[config.mk]
export PLATFORM = sky130hd
export DESIGN_NAME = rom_ctrl_digest_cmp
export DESIGN_NICKNAME = d
export VERILOG_FILES = /design/src/rtl/rom_ctrl_pkg.sv /design/src/rtl/rom_ctrl_digest_cmp_beat.sv /design/src/rtl/rom_ctrl_digest_cmp.sv
export SDC_FILE = /design/constraint.sdc
export NUM_CORES = 1
export LEC_CHECK = 0
export CAP_MARGIN = 20
export CORE_AREA = 8 8 212 214
export CTS_CLUSTER_DIAMETER = 80
export DETAILED_ROUTE_END_ITERATION = 7
export DIE_AREA = 0 0 220 222
export HOLD_SLACK_MARGIN = 0.12
export SLEW_MARGIN = 15
export SYNTH_ARGS = -nofsm -noshare
export SYNTH_HDL_FRONTEND = slang
export SYNTH_SLANG_ARGS = --single-unit
[constraint.sdc]
create_clock -name clk_i -period 3.7 [get_ports clk_i]
set_input_delay 0.37 -clock clk_i [delete_from_list [all_inputs] [get_ports clk_i]]
set_output_delay 0.37 -clock clk_i [all_outputs]
set_load 0.02 [all_outputs]
[src/rtl/rom_ctrl_pkg.sv]
// Shared types for the ROM controller digest comparator.
//   mubi4_t            : multi-bit boolean used for the check verdict
//   digest_cmp_state_e : sparse FSM encoding, pairwise Hamming distance >= 3
//   vbits()            : width helper that never returns 0
package rom_ctrl_pkg;

  typedef enum logic [3:0] {
    MuBi4True  = 4'h6,
    MuBi4False = 4'h9
  } mubi4_t;

  // Idle^Check = 4 bits, Idle^Done = 3 bits, Check^Done = 3 bits.
  typedef enum logic [4:0] {
    DcIdle  = 5'b10110,
    DcCheck = 5'b01011,
    DcDone  = 5'b00101
  } digest_cmp_state_e;

  function automatic int unsigned vbits(int unsigned value);
    return (value <= 1) ? 1 : $clog2(value);
  endfunction

endpackage

[src/rtl/rom_ctrl_digest_cmp_beat.sv]
// Combinational beat slicer/comparator.
//   digest_i / exp_digest_i : full computed / expected digests, word 0 in LSBs
//   beat_idx_i              : beat to select
//   beat_data_o             : selected computed beat
//   beat_match_o            : whole beat equals the expected beat
//   word_mismatch_o         : one bit per word of the beat, set on mismatch
module rom_ctrl_digest_cmp_beat
  import rom_ctrl_pkg::*;
#(
  parameter int unsigned NumWords      = 8,
  parameter int unsigned WordW         = 32,
  parameter int unsigned WordsPerCycle = 1,
  localparam int unsigned BeatW        = WordsPerCycle * WordW,
  localparam int unsigned NumBeats     = NumWords / WordsPerCycle,
  localparam int unsigned BeatIdxW     = vbits(NumBeats)
) (
  input  logic [NumWords*WordW-1:0] digest_i,
  input  logic [NumWords*WordW-1:0] exp_digest_i,
  input  logic [BeatIdxW-1:0]       beat_idx_i,
  output logic [BeatW-1:0]          beat_data_o,
  output logic                      beat_match_o,
  output logic [WordsPerCycle-1:0]  word_mismatch_o
);

  logic [BeatW-1:0] exp_beat;

  // Constant-offset mux; an out-of-range index yields zero data.
  always_comb begin
    beat_data_o = '0;
    exp_beat    = '0;
    for (int b = 0; b < int'(NumBeats); b++) begin
      if (beat_idx_i == BeatIdxW'(b)) begin
        beat_data_o = digest_i[b*BeatW +: BeatW];
        exp_beat    = exp_digest_i[b*BeatW +: BeatW];
      end
    end
  end

  always_comb begin
    word_mismatch_o = '0;
    for (int w = 0; w < int'(WordsPerCycle); w++) begin
      word_mismatch_o[w] = (beat_data_o[w*WordW +: WordW] != exp_beat[w*WordW +: WordW]);
    end
  end

  assign beat_match_o = ~|word_mismatch_o;

endmodule

[src/rtl/rom_ctrl_digest_cmp.sv]
// Digest comparator for the ROM checker. After start_i it walks the computed
// and expected digests beat by beat, streams each computed beat to the key
// manager over valid/ready and produces a multi-bit verdict in Done.
// Optional feature macro: ROM_CTRL_DIGEST_CMP_MISMATCH_CNT_EN (per-word
// saturating mismatch counter on mismatch_cnt_o; tied to zero otherwise).
//   clk_i, rst_i          : clock, synchronous active-high reset
//   start_i, clear_i      : begin a check (Idle) / re-arm (Done)
//   digest_i, exp_digest_i: computed / expected digest, word 0 in LSBs
//   kmgr_valid_o/data_o/ready_i : beat stream to the key manager
//   done_o, good_o        : completion and mubi4 verdict
//   mismatch_cnt_o        : mismatching word count
//   alert_o               : fatal consistency alert (combinational)
module rom_ctrl_digest_cmp
  import rom_ctrl_pkg::*;
#(
  parameter int unsigned NumWords      = 8,
  parameter int unsigned WordW         = 32,
  parameter int unsigned WordsPerCycle = 1,
  localparam int unsigned BeatW        = WordsPerCycle * WordW,
  localparam int unsigned NumBeats     = NumWords / WordsPerCycle,
  localparam int unsigned BeatIdxW     = vbits(NumBeats),
  localparam int unsigned CntW         = vbits(NumWords + 1)
) (
  input  logic                      clk_i,
  input  logic                      rst_i,
  input  logic                      start_i,
  input  logic                      clear_i,
  input  logic [NumWords*WordW-1:0] digest_i,
  input  logic [NumWords*WordW-1:0] exp_digest_i,
  output logic                      kmgr_valid_o,
  output logic [BeatW-1:0]          kmgr_data_o,
  input  logic                      kmgr_ready_i,
  output logic                      done_o,
  output mubi4_t                    good_o,
  output logic [CntW-1:0]           mismatch_cnt_o,
  output logic                      alert_o
);

  if (NumWords < 1 || (NumWords % WordsPerCycle) != 0) begin : gen_param_check
    $fatal(1, "rom_ctrl_digest_cmp: WordsPerCycle must divide NumWords >= 1");
  end

  localparam logic [BeatIdxW-1:0] LastBeat = BeatIdxW'(NumBeats - 1);

  digest_cmp_state_e state_q, state_d;
  logic [BeatIdxW-1:0] beat_q, beat_d;
  logic [BeatIdxW-1:0] beat_inv_q;
  logic                match_q;
  mubi4_t              good_q;

  logic                     in_idle, in_check, in_done, state_err;
  logic                     hs, last_beat, cnt_err, rearm;
  logic                     beat_match;
  logic [WordsPerCycle-1:0] word_mismatch;
  logic [BeatW-1:0]         beat_data;

  rom_ctrl_digest_cmp_beat #(
    .NumWords      (NumWords),
    .WordW         (WordW),
    .WordsPerCycle (WordsPerCycle)
  ) u_beat (
    .digest_i        (digest_i),
    .exp_digest_i    (exp_digest_i),
    .beat_idx_i      (beat_q),
    .beat_data_o     (beat_data),
    .beat_match_o    (beat_match),
    .word_mismatch_o (word_mismatch)
  );

  // State register.
  always_ff @(posedge clk_i) begin
    if (rst_i) state_q <= DcIdle;
    else       state_q <= state_d;
  end

  // Next-state logic; an invalid encoding is held so the alert stays up.
  always_comb begin
    state_d = state_q;
    case (state_q)
      DcIdle:  if (start_i)            state_d = DcCheck;
      DcCheck: if (hs && last_beat)    state_d = DcDone;
      DcDone:  if (clear_i)            state_d = DcIdle;
      default: state_d = state_q;
    endcase
  end

  // State decode outputs.
  always_comb begin
    in_idle   = 1'b0;
    in_check  = 1'b0;
    in_done   = 1'b0;
    state_err = 1'b0;
    case (state_q)
      DcIdle:  in_idle   = 1'b1;
      DcCheck: in_check  = 1'b1;
      DcDone:  in_done   = 1'b1;
      default: state_err = 1'b1;
    endcase
  end

  assign hs        = in_check & kmgr_ready_i;
  assign last_beat = (beat_q == LastBeat);
  assign rearm     = in_done & clear_i;

  // Redundant beat counter: a complemented shadow copy flags any upset.
  always_comb begin
    beat_d = beat_q;
    if (hs && !last_beat) beat_d = beat_q + BeatIdxW'(1);
    else if (rearm)       beat_d = '0;
  end

  always_ff @(posedge clk_i) begin
    if (rst_i) begin
      beat_q     <= '0;
      beat_inv_q <= '1;
    end else begin
      beat_q     <= beat_d;
      beat_inv_q <= ~beat_d;
    end
  end

  assign cnt_err = (beat_q != ~beat_inv_q);

  // Running match flag and verdict; verdict includes the final beat.
  always_ff @(posedge clk_i) begin
    if (rst_i) begin
      match_q <= 1'b1;
      good_q  <= MuBi4False;
    end else if (hs) begin
      match_q <= match_q & beat_match;
      if (last_beat) good_q <= (match_q && beat_match) ? MuBi4True : MuBi4False;
    end else if (rearm) begin
      match_q <= 1'b1;
      good_q  <= MuBi4False;
    end
  end

`ifdef ROM_CTRL_DIGEST_CMP_MISMATCH_CNT_EN
  logic [CntW-1:0] mis_cnt_q;
  logic [CntW:0]   mis_sum;

  // Saturating accumulation of mismatching words in this beat.
  always_comb begin
    mis_sum = {1'b0, mis_cnt_q};
    for (int i = 0; i < int'(WordsPerCycle); i++) begin
      mis_sum = mis_sum + (CntW+1)'(word_mismatch[i]);
    end
    if (mis_sum[CntW]) mis_sum = {1'b0, {CntW{1'b1}}};
  end

  always_ff @(posedge clk_i) begin
    if (rst_i)      mis_cnt_q <= '0;
    else if (hs)    mis_cnt_q <= mis_sum[CntW-1:0];
    else if (rearm) mis_cnt_q <= '0;
  end

  assign mismatch_cnt_o = mis_cnt_q;
`else
  logic unused_word_mismatch;
  assign unused_word_mismatch = ^word_mismatch;
  assign mismatch_cnt_o       = '0;
`endif

  assign kmgr_valid_o = in_check;
  assign kmgr_data_o  = in_check ? beat_data : '0;
  assign done_o       = in_done;
  assign good_o       = good_q;

  assign alert_o = state_err
                 | (start_i & ~in_idle)
                 | (clear_i & in_check)
                 | (in_idle & (beat_q != '0))
                 | (in_done & (beat_q != LastBeat))
                 | cnt_err;

endmodule
Word level (Yosys, flattened, before mapping)
Index checks and enable logic that the tools add are counted.
{"block": "totals", "register_bits": 16, "in_bits": 517, "output_inout_bits": 43}
{"block": "op_classes", "add_sub_neg": 1, "eq_ne": 17, "mux": 33, "bitwise": 15, "reduce_logical": 12}
{"cell": "32-bit 2-to-1 mux", "count": 17}
{"cell": "32-bit != test", "count": 1}
{"cell": "4-bit 2-to-1 mux", "count": 4}
{"cell": "5-bit 2-to-1 mux", "count": 3}
{"cell": "5-bit one-hot mux with 3 select lines", "count": 1}
{"cell": "3-bit equality test, second input constant", "count": 4}
{"cell": "1-bit AND", "count": 7}
{"cell": "3-bit by 2-bit equality test with 1-bit output, second input constant", "count": 2}
{"cell": "1-bit 2-to-1 mux", "count": 6}
{"cell": "3-bit 2-to-1 mux", "count": 2}
{"cell": "2-bit != test, second input constant", "count": 3}
{"cell": "3-bit inverter", "count": 2}
{"cell": "3-bit nonzero test", "count": 2}
{"cell": "5-bit by 3-bit equality test with 1-bit output, second input constant", "count": 1}
{"cell": "5-bit by 4-bit equality test with 1-bit output, second input constant", "count": 1}
{"cell": "5-bit equality test, second input constant", "count": 1}
{"cell": "1-bit bitwise OR", "count": 5}
{"cell": "4-bit AND reduction", "count": 1}
{"cell": "3-bit by 1-bit adder with 3-bit output, second input constant", "count": 1}
{"cell": "3-bit by 1-bit equality test with 1-bit output, second input constant", "count": 1}
{"cell": "1-bit logical AND", "count": 3}
{"cell": "3-bit logical NOT", "count": 1}
{"cell": "3-bit != test", "count": 1}
{"cell": "3-bit != test, second input constant", "count": 1}
{"cell": "other kinds (6)", "count": 7}

Longest topological paths before layout
Gate-level depths: netlist (run 1).
{"block": "logic_depth", "depth_word": 15, "ltp_mapped": 17, "mapped_depth_nobuf": 10}

By module
From an unflattened synthesis (run 1), not the netlist that was laid out.
{"block": "hier_totals", "hier_cells": 632, "area_unflattened_um2": 5845.6}
{"module": "rom_ctrl_digest_cmp_beat", "n_inst": 1, "cells_each": 506, "area_each_um2": 4808.4, "seq_area_each_um2": 0.0}
{"module": "rom_ctrl_digest_cmp", "n_inst": 1, "cells_each": 126, "area_each_um2": 1037.2, "seq_area_each_um2": 280.3}

Worst setup path before layout (run 1)
No wires, ideal clock.
{"block": "synth_path", "kind": "register to register", "start": "register beat_q[2]", "end": "register good_q[0], in the netlist good_o[0]", "arrival_time_ps": 3261, "required_time_ps": 3575, "path_slack_ps": 314, "stages_incl_launch_ff": 15, "synth_period_minus_slack_ps": 3386, "path_cell_list": "dfxtp_1 -> buf_2 -> inv_2 -> buf_2 -> buf_2 -> ha_1 -> buf_6 -> or2_1 -> clkbuf_1 -> a221o_1 -> a311oi_2 -> a21oi_1 -> a2111oi_2 -> nand4_1 -> o41a_1"}
{"block": "synth_between", "elab_chain_len": 15, "elab_cells_between_ends": 32}
{"element": "from (decl)", "line": "rom_ctrl_digest_cmp.sv:46", "source": "logic [BeatIdxW-1:0] beat_q, beat_d;"}
{"element": "from (signal assigned)", "line": "rom_ctrl_digest_cmp.sv:117", "source": "beat_q <= beat_d;"}
{"element": "3-bit logical NOT", "line": "rom_ctrl_digest_cmp_beat.sv:32", "source": "if (beat_idx_i == BeatIdxW'(b)) begin"}
{"element": "32-bit 2-to-1 mux (8 in a row)", "line": "rom_ctrl_digest_cmp_beat.sv:32"}
{"element": "32-bit != test", "line": "rom_ctrl_digest_cmp_beat.sv:42", "source": "word_mismatch_o[w] = (beat_data_o[w*WordW +: WordW] != exp_beat[w*WordW +: WordW]);"}
{"element": "1-bit logical NOT", "line": "rom_ctrl_digest_cmp_beat.sv:46", "source": "assign beat_match_o = ~|word_mismatch_o;"}
{"element": "1-bit logical AND", "line": "rom_ctrl_digest_cmp.sv:131", "source": "if (last_beat) good_q <= (match_q && beat_match) ? MuBi4True : MuBi4False;"}
{"element": "4-bit 2-to-1 mux (2 in a row)", "line": "rom_ctrl_digest_cmp.sv:131"}
{"element": "4-bit 2-to-1 mux", "line": "rom_ctrl_digest_cmp.sv:129", "source": "end else if (hs) begin"}
{"element": "to (signal assigned)", "line": "rom_ctrl_digest_cmp.sv:128", "source": "good_q <= MuBi4False;"}
{"element": "to (signal assigned)", "line": "rom_ctrl_digest_cmp.sv:131"}
{"element": "to (signal assigned)", "line": "rom_ctrl_digest_cmp.sv:134", "source": "good_q <= MuBi4False;"}
{"element": "to (decl)", "line": "rom_ctrl_digest_cmp.sv:49", "source": "mubi4_t good_q;"}
Parallel ways exist; a longest one is shown, timed or not. The select of a mux whose other input is x is not followed.
A chain may end at the register's enable or synchronous reset.

Final worst setup path (run 1)
{"block": "layout_path", "start": "register beat_q[0]", "end": "register good_q[0], in the netlist good_o[0]"}
Same word-level chain as after synthesis.

==> results of run 1 <==
==> layer usage <==
metal | wire length (um) | share of wire
met4 | 2002 | 0.032
met5 | 89 | 0.0014
met3 | 5373 | 0.085
met2 | 31980 | 0.50
met1 | 23950 | 0.38
==> how the worst min path moves through the flow <==
stage,startpoint,cells past startpoint,to
final,state_q[3]$_SDFFE_PP0P_,2,state_q[3]$_SDFFE_PP0P_
after global routing,state_q[3]$_SDFFE_PP0P_,2,state_q[3]$_SDFFE_PP0P_
after CTS,state_q[4]$_SDFFE_PP1P_,2,state_q[4]$_SDFFE_PP1P_
after global placement,state_q[3]$_SDFFE_PP0P_,2,state_q[3]$_SDFFE_PP0P_
after floorplan,state_q[4]$_SDFFE_PP1P_,2,state_q[4]$_SDFFE_PP1P_
after detailed placement,state_q[4]$_SDFFE_PP1P_,2,state_q[4]$_SDFFE_PP1P_
==> final cells by class <==
class / count / area, sq um / area share
clock buffers: 4 / 88.84 / 0.006491
inverters: 38 / 142.6 / 0.01042
well taps: 539 / 674.4 / 0.04928
repair buffers: 637 / 6447 / 0.4711
flip-flops and latches: 14 / 284.0 / 0.02075
diodes: 6 / 15.01 / 0.001097
multi-input cells: 866 / 6033 / 0.4408
==> kinds of logic after synthesis <==
| kind of cell | Yosys count |
|---|---|
| compound gates | 451 |
| mux | 1 |
| simple gates | 372 |
| buf+inv | 167 |
| fa+ha+maj | 6 |
| other cells | 1 |
| flops | 14 |
| xor+xnor | 32 |
==> flip-flops by register name, indices dropped and copies added, names as in the netlist <==
| signal | cells |
|---|---|
| beat_q | 3 |
| match_q | 1 |
| beat_inv_q | 3 |
| good_o | 2 |
| state_q | 5 |
==> what timing repair did <==
item,4_1_cts,5_1_grt
pin swaps,0,3
buffers inserted,2,4
cloned,0,0
resized for setup,3,24
endpoints found under the setup margin,7,12
==> where the power goes <==
part           switching, mW  internal, mW
registers             0.0158         0.174
clock network         0.0648         0.164
logic                  0.404         0.690
==> cells in the final DEF, fill, tap and decap left out, types with 25 or more instances in the layout <==
master             n
a21o_1            43
a21oi_1          103
a221oi_1          43
and2_1            27
and3_1            41
and3b_1           25
buf_4             67
clkdlybuf4s50_1  540
inv_1             34
nand2_1           54
nand2b_1          53
nor2_1            58
o21ai_0           62
o221ai_1          30
==> worst min-delay path: cells and delay by family (launching register included) <==
kind             cells  cell delay [ns]
flip-flops           1             0.32
AO/OA/AOI/OAI        1             0.06
AND/OR/NAND/NOR      1             0.07
==> impl_metrics.toml, run 1 <==
[timing]
hold_viol = 0
grt_setup_unrepaired = "yes"
whs_ns = 0.4922
worstMarginPinSlew_ns = 0.7162
finalSetupViolations = 0
relSlewSlack = 0.5220
timing.setup.tns_ns = 0
clock_skew_ns = 0.003216
slew_viol_final = 0
period_needed_ns = 3.641
fmax_ghz = 0.2746
setup_slack_ns = 0.05867
period_share = 0.9841

[synth]
synthFlopType = "dfxtp_1"
synth_xor_area_frac = 0.03977
synthCells = 1044
synth_top_area_cell = "a21oi_1"
ys_seq_elements = 14
synth_cell_types = 74
yosysSeqAreaShare = 0.03977
avgSynthCellArea_sq_um = 6.750
synth_edf_count = 0
ys_warn_count = 0
synth_top_area_share = 0.07315
async_flop_share = 0
synthAdderAreaFrac = 0.01065
synth.most_common_cell = "a21oi_1"
synth_top_family_by_area = "compound AO/OA/AOI/OAI gates"
synth_mux_area_frac = 0.001420
synthSimpleGateAreaFrac = 0.3130
synth_compound_area_frac = 0.4647
synth_area_leaders = "a21oi_1, a221oi_1, nand2b_1"
synthTopCellsByCount = "a21oi_1, o21ai_0, nor2_1"
syn_area_sq_um = 7047

[hold_path]
min_path_type = "reg2reg"

[die]
initial_core_util = 0.1699
fp.dieW_um = 220
fp.coreArea_sq_um = 41480
ios = 560
dieArea_sq_um = 48840
fp.dieH_um = 222
row_count = 75

[global_route]
met3_usage = 0.06071
grt_pass1_wl_um = 87820
grt_use_met1 = 0.2733
grt_use_total = 0.2436
grt_pass1_vias = 11960
gr-total-overflow = 0
antenna_found_initial = 15
busiest_layer = "met2"
met2_usage = 0.4448
grt_max_degree = 73

[place]
placement.io_buffers = 555
post-place-ws_ns = -0.3405
placed_cell_area_sq_um = 13380
hpwlAfterDp_um = 51950
dp.cells = 2088
place_congestion = 0.9707

[setup_path]
cp-start-kind = "register"
cp-end-kind = "register"
cp_max_fo = 10
worst-r2r-setup-slack_ns = 0.06
arrival_ns = 3.77
critPathTopFamily = "compound AO/OA/AOI/OAI gates"
r2r_cells = 10
reg2reg_to = "good_o[0]$_SDFFE_PP1P_"
critical_path_depth = 10
critPathSlowestCell = "a311oi_2"
r2r-start = "beat_q[0]$_SDFF_PP0_"
cp-endpoint = "good_o[0]$_SDFFE_PP1P_"
path_cells = "buf_4 > inv_1 > ha_4 > or2_2 > a221o_1 > a311oi_2 > a21oi_1 > a2111oi_2 > nand4_1 > o41a_1"
crit_buf_inv = 2
worstPathRequired_ns = 3.82
path_class = "reg2reg"
crit_path_start = "beat_q[0]$_SDFF_PP0_"
critPathMaxStageDelay_ns = 0.52

[layout]
fillCellCount = 4415
fin_nets = 2083
instances_no_fill = 2104
synthToLayoutAreaGrowth_pct = 94.21
drive_above_1_share = 0.1058
utilization = 0.3300
design_area_sq_um = 13690

[clocking]
postCtsHoldBufs = 0
clk_latency_ns = 0.24
clock_sinks = 14
numCtsBuffers = 3
clk_pin_slew_ns = 0.05
cts_buffer_depth = 2
cts_tree = "yes"
cts.htree.levels = 1
cts-root-buf = "clkbuf_16"

[drt]
drt_iter0_drc = 949
ant_nets = 0
firstDrtPassIters = 6
wl_um = 63390
via_count = 11130
viasPerCell = 5.288
wl_per_cell_um = 30.13
drc = 0

[power]
p_total_mw = 1.512
vdd_ir_drop_max_uv = 121.8
p_leak_nw = 5.229
p_per_area_nw_per_um2 = 110.5

[flow_run]
drv_cap = 0

[status]
outcome = "finished, final reports clean"
Power figures use the tool's default switching activity.
==> run 2, diff against run 1 <==
- CORE_AREA: 8 8 212 214 -> 2 2 218 220
==> impl_metrics.toml, run 2 (synthesis gave the netlist of run 1 again) <==
[status]
outcome = "finished, final reports clean"

[power]
p_leak_nw = 5.261
vdd_ir_drop_max_uv = 108.6
p_per_area_nw_per_um2 = 108.6

[setup_path]
cp-start-kind = "register"
arrival_ns = 3.69
worstPathRequired_ns = 3.83
cp_max_fo = 14
path_class = "reg2reg"
r2r_cells = 12
cp-end-kind = "register"
r2r-start = "beat_q[0]$_SDFF_PP0_"
reg2reg_to = "good_o[0]$_SDFFE_PP1P_"
worst-r2r-setup-slack_ns = 0.15

[clocking]
cts.htree.levels = 1
cts_buffer_depth = 2
clk_pin_slew_ns = 0.05
cts_tree = "yes"
clock_sinks = 14
clk_latency_ns = 0.25
cts-root-buf = "clkbuf_16"
numCtsBuffers = 3

[drt]
drc = 0
via_count = 11360
ant_nets = 0
viasPerCell = 5.174
wl_per_cell_um = 28.21
wl_um = 61930
firstDrtPassIters = 5
drt_iter0_drc = 884

[place]
placed_cell_area_sq_um = 13590
hpwlAfterDp_um = 50900
placement.io_buffers = 555
place_congestion = 0.9581
dp.cells = 2175
post-place-ws_ns = -0.3451

[die]
ios = 560
row_count = 79
fp.coreArea_sq_um = 46260
fp.dieW_um = 220
initial_core_util = 0.1523
fp.dieH_um = 222
dieArea_sq_um = 48840

[timing]
hold_viol = 0
slew_viol_final = 0
finalSetupViolations = 0
fmax_ghz = 0.2816
worstMarginPinSlew_ns = 0.8906
period_share = 0.9599
period_needed_ns = 3.552
grt_setup_unrepaired = "no"
setup_slack_ns = 0.1484
relSlewSlack = 0.4000
clock_skew_ns = 0.0005382

[global_route]
gr-total-overflow = 0
grt_use_total = 0.2364
grt_pass1_vias = 11520
grt_pass1_wl_um = 83250
grt_max_degree = 42
antenna_found_initial = 18

[flow_run]
drv_cap = 0

[layout]
seq_area_sq_um = 286.5
final_cell_mix = "clkdlybuf4s50_1, a21oi_1, buf_4"
fillCellCount = 5078
synthToLayoutAreaGrowth_pct = 96.32
layout_commonest_cell = "clkdlybuf4s50_1"
largest_reg_flops = 5
instances_no_fill = 2195
regMostFlops = "state_q"
drive_above_1_share = 0.1153
multi_input_area_sq_um = 6007
utilization = 0.2991
fin_nets = 2103
top_regs = "state_q (5), beat_inv_q (3), beat_q (3)"
design_area_sq_um = 13830

[hold_path]
min_from = "state_q[3]$_SDFFE_PP0P_"
min_path_type = "reg2reg"
holdPathEnd = "state_q[3]$_SDFFE_PP0P_"
min_path_cells = 2
-- run 2: report_power, final --
group          internal (mW)  total, mW  switching (mW)
clock network          0.146      0.214          0.0683
registers              0.174      0.190          0.0156
logic                  0.694       1.10           0.404
-- run 2: final cells by class --
type                            instances  area share
Sequential cell                        14     0.02071
Clock buffer                            4    0.005698
Multi-Input combinational cell        866      0.4342
Inverter                               38     0.01031
Antenna cell                            9    0.001628
Tap cell                              607     0.05490
Timing Repair Buffer                  657      0.4726
-- run 2: per-stage QoR --
stage | hold WS (ns) | TNS, ns | total power [mW]
final | 0.4866 | 0 | 1.503
after global routing | 0.5152 | 0 | 1.565
after CTS | 0.4886 | 0 | 1.500
after detailed placement | 0.4820 | -0.9176 | 1.276
after global placement | 0.4736 | -0.7437 | 1.282
after floorplan | 0.4534 | 0 | 0.4963
-- run 2: worst max-delay path by stage --
| stage | startpoint | slack [ns] | endpoint | cells after the start |
|---|---|---|---|---|
| floorplan | beat_q[2]$_SDFF_PP0_ | 0.31 | good_o[0]$_SDFFE_PP1P_ | 14 |
| global placement | beat_q[0]$_SDFF_PP0_ | -0.28 | match_q$_SDFFE_PP1P_ | 13 |
| detailed placement | beat_q[0]$_SDFF_PP0_ | -0.35 | match_q$_SDFFE_PP1P_ | 13 |
| CTS | beat_q[0]$_SDFF_PP0_ | 0.001 | kmgr_data_o[29] | 10 |
| global route | beat_q[1]$_SDFF_PP0_ | 0.02 | good_o[0]$_SDFFE_PP1P_ | 12 |
| finish | beat_q[0]$_SDFF_PP0_ | 0.15 | good_o[0]$_SDFFE_PP1P_ | 12 |
-- run 2: timing repair --
item                       in CTS  in global routing
cloned                          0                  1
pin swaps                       1                  2
hold endpoints to repair        0                  0
buffers inserted                1                  5
resized for setup               9                  9
hold buffers                    0                  0
setup endpoints to repair       6                  8
-- run 2: layer usage --
| layer | wire length (um) | track usage | vias up | part of all wire |
|---|---|---|---|---|
| met5 | 104 | 0 | - | 0.0017 |
| met4 | 1836 | 0.06646 | 16 | 0.030 |
| met3 | 5280 | 0.04513 | 109 | 0.085 |
| met2 | 31820 | 0.4459 | 701 | 0.51 |
| met1 | 22890 | 0.2652 | 5448 | 0.37 |
| li1 | - | - | 5082 | - |
-- run 2: worst max-delay path, cell delays in order, from the launching register on --
cell and delay (ns):
dfxtp_2 0.36, inv_1 0.16, ha_4 0.28, buf_4 0.28, nand2b_1 0.16, buf_4 0.22
o221ai_1 0.16, a21oi_1 0.10, a221o_1 0.44, xnor2_1 0.28, nor4_1 0.32, nand4_1 0.23
o41a_1 0.42
==> variant 1 (settings of run 2) <==
Add a define of `ROM_CTRL_DIGEST_CMP_MISMATCH_CNT_EN`.
--- a/src/rtl/rom_ctrl_digest_cmp.sv
+++ b/src/rtl/rom_ctrl_digest_cmp.sv
@@ -11,4 +11,6 @@
 //   mismatch_cnt_o        : mismatching word count
 //   alert_o               : fatal consistency alert (combinational)
+`define ROM_CTRL_DIGEST_CMP_MISMATCH_CNT_EN
+
 module rom_ctrl_digest_cmp
   import rom_ctrl_pkg::*;
Formal check against the unedited RTL: not equivalent (a bounded check fails within 4 cycles, from zero or initial values and one cycle with rst_i high).
==> variant 1 against run 2 <==
  * The run now ends with negative setup slack left
  * Area after synthesis fell by 1.9%
  * Final area is 13% higher
  * Count of clock-buffer cells in the layout unchanged
  * Setup slack got worse by 420 ps
  * Sequential cell count is 4 higher
  * Power up 2.0%
  * Clock power grew 12%
  * Routed wire length grew 1.4%
  * Largest cell class unchanged
  * Largest power group unchanged
  * Highest routed layer unchanged
==> variant 1: results (changes against run 2) <==
| Metric | Value |
|---|---|
| Pre-antenna DRT Iters | `6 (+1)` |
| Sequential share of the synthesized area | `5.21% (+1.2 points)` |
| CP arrival | `4090 ps (+400 ps)` |
| Wire per inst | `26.2 um (-7.0%)` |
| Synth cell types | `67 (-9.5%)` |
| Fin worst setup slack | `-276 ps (-425 ps)` |
| Slew headroom | `51.4% (+11 points)` |
| Fin nets | `2,307 (+9.7%)` |
| Placed cell areas | `14,700 um^2 (+8.5%)` |
| Setup TNS | `-1020 ps (-1020 ps)` |
| Final Wtd Congestion | `0.933 (-2.7%)` |
| Clock power frac | `15.7% (+1.4 points)` |
| Worst-case reg-to-reg path depth | `18 (+6)` |
| Crit path to | `mismatch_cnt_o[1]` |
| Status | `finished, violations left` |
| Ant. Diodes | `6 (-3)` |
| Vias in the first global route | `12,300 (+7.2%)` |
| Seq Cell Count | `18 (+4)` |
| Initial antenna violation count | `14 (-4)` |
| First-pass GRT wire length | `85,700 um (+3.0%)` |
| Layout cells sized above 1 | `19.5% (+8.0 points)` |
| IO Port Bufs | `559 (+0.72%)` |
| Clock buf/inv share | `0.568% (-0.0022 points)` |
| Synthesized instance count | `1,123 (+7.6%)` |
| Post-synth top cells | `234 x nand2_1, 139 x o21ai_0, 58 x a21oi_1, 58 x clkbuf_1, 51 x o211ai_1` |
| # resized after CTS | `76 (+67)` |
| Pleak | `5.87 nW (+12%)` |
| Final Cell Area | `15,700 um^2 (+13%)` |
| Non-clk buf share | `50.8% (+3.5 points)` |
| Sequential power share | `15.3% (+2.7 points)` |
| Async S/R FF share, synth | `0% (unchanged)` |
| CTS Buf Count | `3 (unchanged)` |
| Fin cells | `2,394 (+9.1%)` |
| HP Start | `state_q[3]` |
| Max Root-Sink Buffers | `2 (unchanged)` |
| #MultiIn Comb | `960 (+11%)` |
| GRT Total Usage | `24.0% (+0.40 points)` |
| Fraction of area in multi-input gates | `40.8% (-2.6 points)` |
| HPWL after DPL | `51,600 um (+1.4%)` |
| Synth area leaders | `nand2_1 13%, o21ai_0 10%, a221oi_1 6.0%` |
| Skew final | `1.75 ps (+1.21 ps)` |
| CP top delay family | `simple AND/OR/NAND/NOR gates` |
| Post-CTS Repair Setup Buffers | `21 (+20)` |
| First DRT Iteration DRCs | `1,203 (+36%)` |
| Syn avg cell area | `6.15 um^2 (-8.8%)` |
| Hold crit path type | `reg -> reg` |
| Pin count of the biggest net entering global routing | `44 (+4.8%)` |
| Inverter count | `19 (-50%)` |
| Non-CTS buffers | `780 (+19%)` |
| Register area | `372 um^2 (+30%)` |
| Final Setup Violations | `4 (+4)` |
| Filler cells | `4,919 (-3.1%)` |
| Hold Worst Slack | `506 ps (+19.3 ps)` |
| Cell Int Power | `1.06 mW (+4.9%)` |
| VDD IR max | `0.000177 V (+63%)` |
| Vias per inst | `5.06 (-2.1%)` |
| Clk pwr | `0.240 mW (+12%)` |
| Failing checks | `negative setup slack` |
| Crit Path Max Fanout | `20 (+6)` |
| Slowest Stage Delay on Critical Path | `620 ps (+180 ps)` |
-- variant 1: cell count changes in the layout (fill, tap and decap cells not counted), sizes merged, moves of 30 or more --
cell    delta
nand2b    -37
o21ai     +86
nor2b     +30
a21oi     -45
buf      +112
a21o      -39
o211ai    +44
and3      -35
nand2    +179
-- variant 1: per-layer routing --
metal	global-route usage, %	vias up	part of all wire [%]	wire (um)
met5	0	-	0.18	116
met4	7.51	18	3.3	2050
met3	4.95	107	8.9	5580
met2	41.8	702	48	30100
met1	29.3	5735	40	25000
li1	-	5559	-	-
-- variant 1: cells by family (layout without fill, tap and decap cells) --
kind of cell             Yosys count  after routing  synth area share (%)
multiplexers                       1              1                 0.163
XOR/XNOR                          36             36                  4.56
buffers and inverters            145            803                  9.70
flip-flops                        18             18                  5.21
adder cells (fa/ha/maj)            8              8                  1.45
other                              0              6                     0
AND/OR/NAND/NOR                  436            436                  30.1
AO/OA/AOI/OAI                    479            479                  48.8
==> variant 2 (settings of run 2) <==
Made on the original files. Re-encode `digest_cmp_state_e` (3 states) as one-hot, 3 bits wide.
--- a/src/rtl/rom_ctrl_pkg.sv
+++ b/src/rtl/rom_ctrl_pkg.sv
@@ -11,8 +11,8 @@
 
   // Idle^Check = 4 bits, Idle^Done = 3 bits, Check^Done = 3 bits.
-  typedef enum logic [4:0] {
-    DcIdle  = 5'b10110,
-    DcCheck = 5'b01011,
-    DcDone  = 5'b00101
+  typedef enum logic [2:0] {
+    DcIdle  = 3'b001,
+    DcCheck = 3'b010,
+    DcDone  = 3'b100
   } digest_cmp_state_e;
 
Formal check against the unedited RTL: no difference found for any inputs over 10 cycles, from zero or initial values and one cycle with rst_i high; not proved beyond that.
==> variant 2 against run 2 <==
  * First-iteration DRC count decreased by 25%
  * Routed wire length is 13% lower
  * Power about the same
  * Largest power group unchanged
  * Setup slack got worse by 120 ps
  * Final area down 10%
  * Area after synthesis fell by 16%
  * Sequential cell count decreased by 2
  * Critical endpoint is now kmgr_data_o[21]
  * Sequential power is 28% lower
  * Highest routed layer unchanged
==> variant 2: results (changes against run 2) <==
| Metric | Value |
|---|---|
| First DRT Iteration DRCs | `661 (-25%)` |
| First-pass GRT wire length | `74,000 um (-11%)` |
| Placed cell areas | `12,300 um^2 (-9.7%)` |
| Skew final | `2.72 ps (+2.18 ps)` |
| Fin cells | `2,026 (-7.7%)` |
| Synth Warn # | `0 (unchanged)` |
| Hold Worst Slack | `492 ps (+5.83 ps)` |
| CP arrival | `3300 ps (-390 ps)` |
| Slowest Stage Delay on Critical Path | `610 ps (+170 ps)` |
| Pleak | `4.44 nW (-16%)` |
| GR Util met1 | `24.5% (-2.0 points)` |
| Number of enable flip-flop cells after synthesis | `0 (unchanged)` |
| Met2 Track Usage GR | `37.7% (-6.9 points)` |
| DR vias | `10,200 (-10%)` |
| Layout cells sized above 1 | `8.82% (-2.7 points)` |
| Slew headroom | `53.6% (+14 points)` |
| Sequential share of the synthesized area | `4.07% (+0.091 points)` |
| Vias in the first global route | `10,600 (-7.9%)` |
| Synth area leaders | `o21ai_0 10%, a21oi_1 8.6%, a221oi_1 7.9%` |
| Clock root cell | `clkbuf_16` |
| HP Start | `match_q` |
| Synth cell types | `72 (-2.7%)` |
| Wire per inst | `26.6 um (-5.6%)` |
| DR top layer | `met5` |
| Final Wtd Congestion | `0.879 (-8.3%)` |
| Max cap viols | `0 (unchanged)` |
| Hold path depth | `2 (unchanged)` |
| HPWL after DPL | `44,400 um (-13%)` |
| VDD IR max | `0.000102 V (-6.0%)` |
| Post-CTS Repair Setup Buffers | `0 (-1)` |
| Pin count of the biggest net entering global routing | `54 (+29%)` |
| IO Port Bufs | `555 (unchanged)` |
| Max Root-Sink Buffers | `2 (unchanged)` |
| Pre-CTS WS | `-142 ps (+203 ps)` |
| Filler cells | `5,128 (+0.98%)` |
| R2R Setup Slk | `130 ps (-20 ps)` |
| Gr busiest metal | `met2` |
| Met2 WL | `26,800 um (-16%)` |
| R2r endpoint | `match_q` |
| Post-synth top cells | `119 x o21ai_0, 101 x a21oi_1, 53 x a221oi_1, 52 x nand2_1, 52 x nor2_1` |
| Largest registers | `beat_inv_q (3), beat_q (3), state_q (3)` |
| Worst-skew pair later-pin latency | `240 ps` |
| Synthesized instance count | `905 (-13%)` |
| Switching Share | `34.0% (+1.6 points)` |
| # resized after CTS | `5 (-4)` |
| Initial antenna violation count | `7 (-11)` |
| GRT Total Usage | `20.7% (-3.0 points)` |
| Dpl cells | `2,017 (-7.3%)` |
| Hold endpoint | `match_q` |
| Wl on met1 | `21,100 um (-7.9%)` |
| CP max-delay cell | `clkdlybuf4s50_1` |
| Most common cell in the netlist | `o21ai_0` |
| Worst-case reg-to-reg path depth | `13 (+1)` |
| Fin nets | `1,941 (-7.7%)` |
| M3 GR Usage | `3.64% (-0.88 points)` |
| WL met3 | `4520 um (-14%)` |
| Status | `complete, no violations` |
variant 2: logic make-up after synthesis:
family | count (synthesis) | share of synthesized area (%)
adders and majority gates | 6 | 1.27
other | 1 | 0.0635
AOI/OAI and AO/OA | 482 | 56.2
muxes | 2 | 0.339
buffers and inverters | 137 | 12.4
DFF | 12 | 4.07
xor gates and xnor gates | 35 | 5.19
and+or+nand+nor | 230 | 20.5
variant 2: power by group through the flow:
stage / clock network (mW) / registers [mW] / logic (mW)
floorplan: 0 / 0.138 / 0.359
global placement: 0 / 0.138 / 1.17
detailed placement: 0 / 0.138 / 1.16
CTS: 0.207 / 0.135 / 1.17
global route: 0.214 / 0.136 / 1.23
finish: 0.203 / 0.136 / 1.16
variant 2: layout make-up:
| class | count | area [um^2] | share of cell area [%] |
|---|---|---|---|
| clock buffer | 4 | 78.8 | 0.635 |
| tap | 607 | 759 | 6.12 |
| timing repair buffer | 624 | 6220 | 50.1 |
| antenna | 2 | 5.00 | 0.0403 |
| inverter | 18 | 70.1 | 0.565 |
| sequential | 12 | 244 | 1.97 |
| multi-input combinational | 759 | 5030 | 40.6 |
variant 2: worst max-delay path by stage:
| stage | endpoint | from | cells past startpoint | slack, ps |
|---|---|---|---|---|
| floorplan | match_q | beat_q[2] | 15 | 510 |
| global placement | match_q | beat_q[0] | 14 | -50 |
| detailed placement | match_q | beat_q[0] | 14 | -140 |
| CTS | match_q | beat_q[0] | 13 | -40 |
| global route | kmgr_data_o[21] | beat_q[0] | 10 | 4 |
| finish | kmgr_data_o[21] | beat_q[0] | 10 | 30 |
variant 2: worst max-delay path, delay by kind of cell, from the launching register on:
kind	cells	cell delay [ps]
buf+inv	3	1050
simple gates	2	720
flops	1	310
compound gates	3	460
fa+ha+maj	2	530
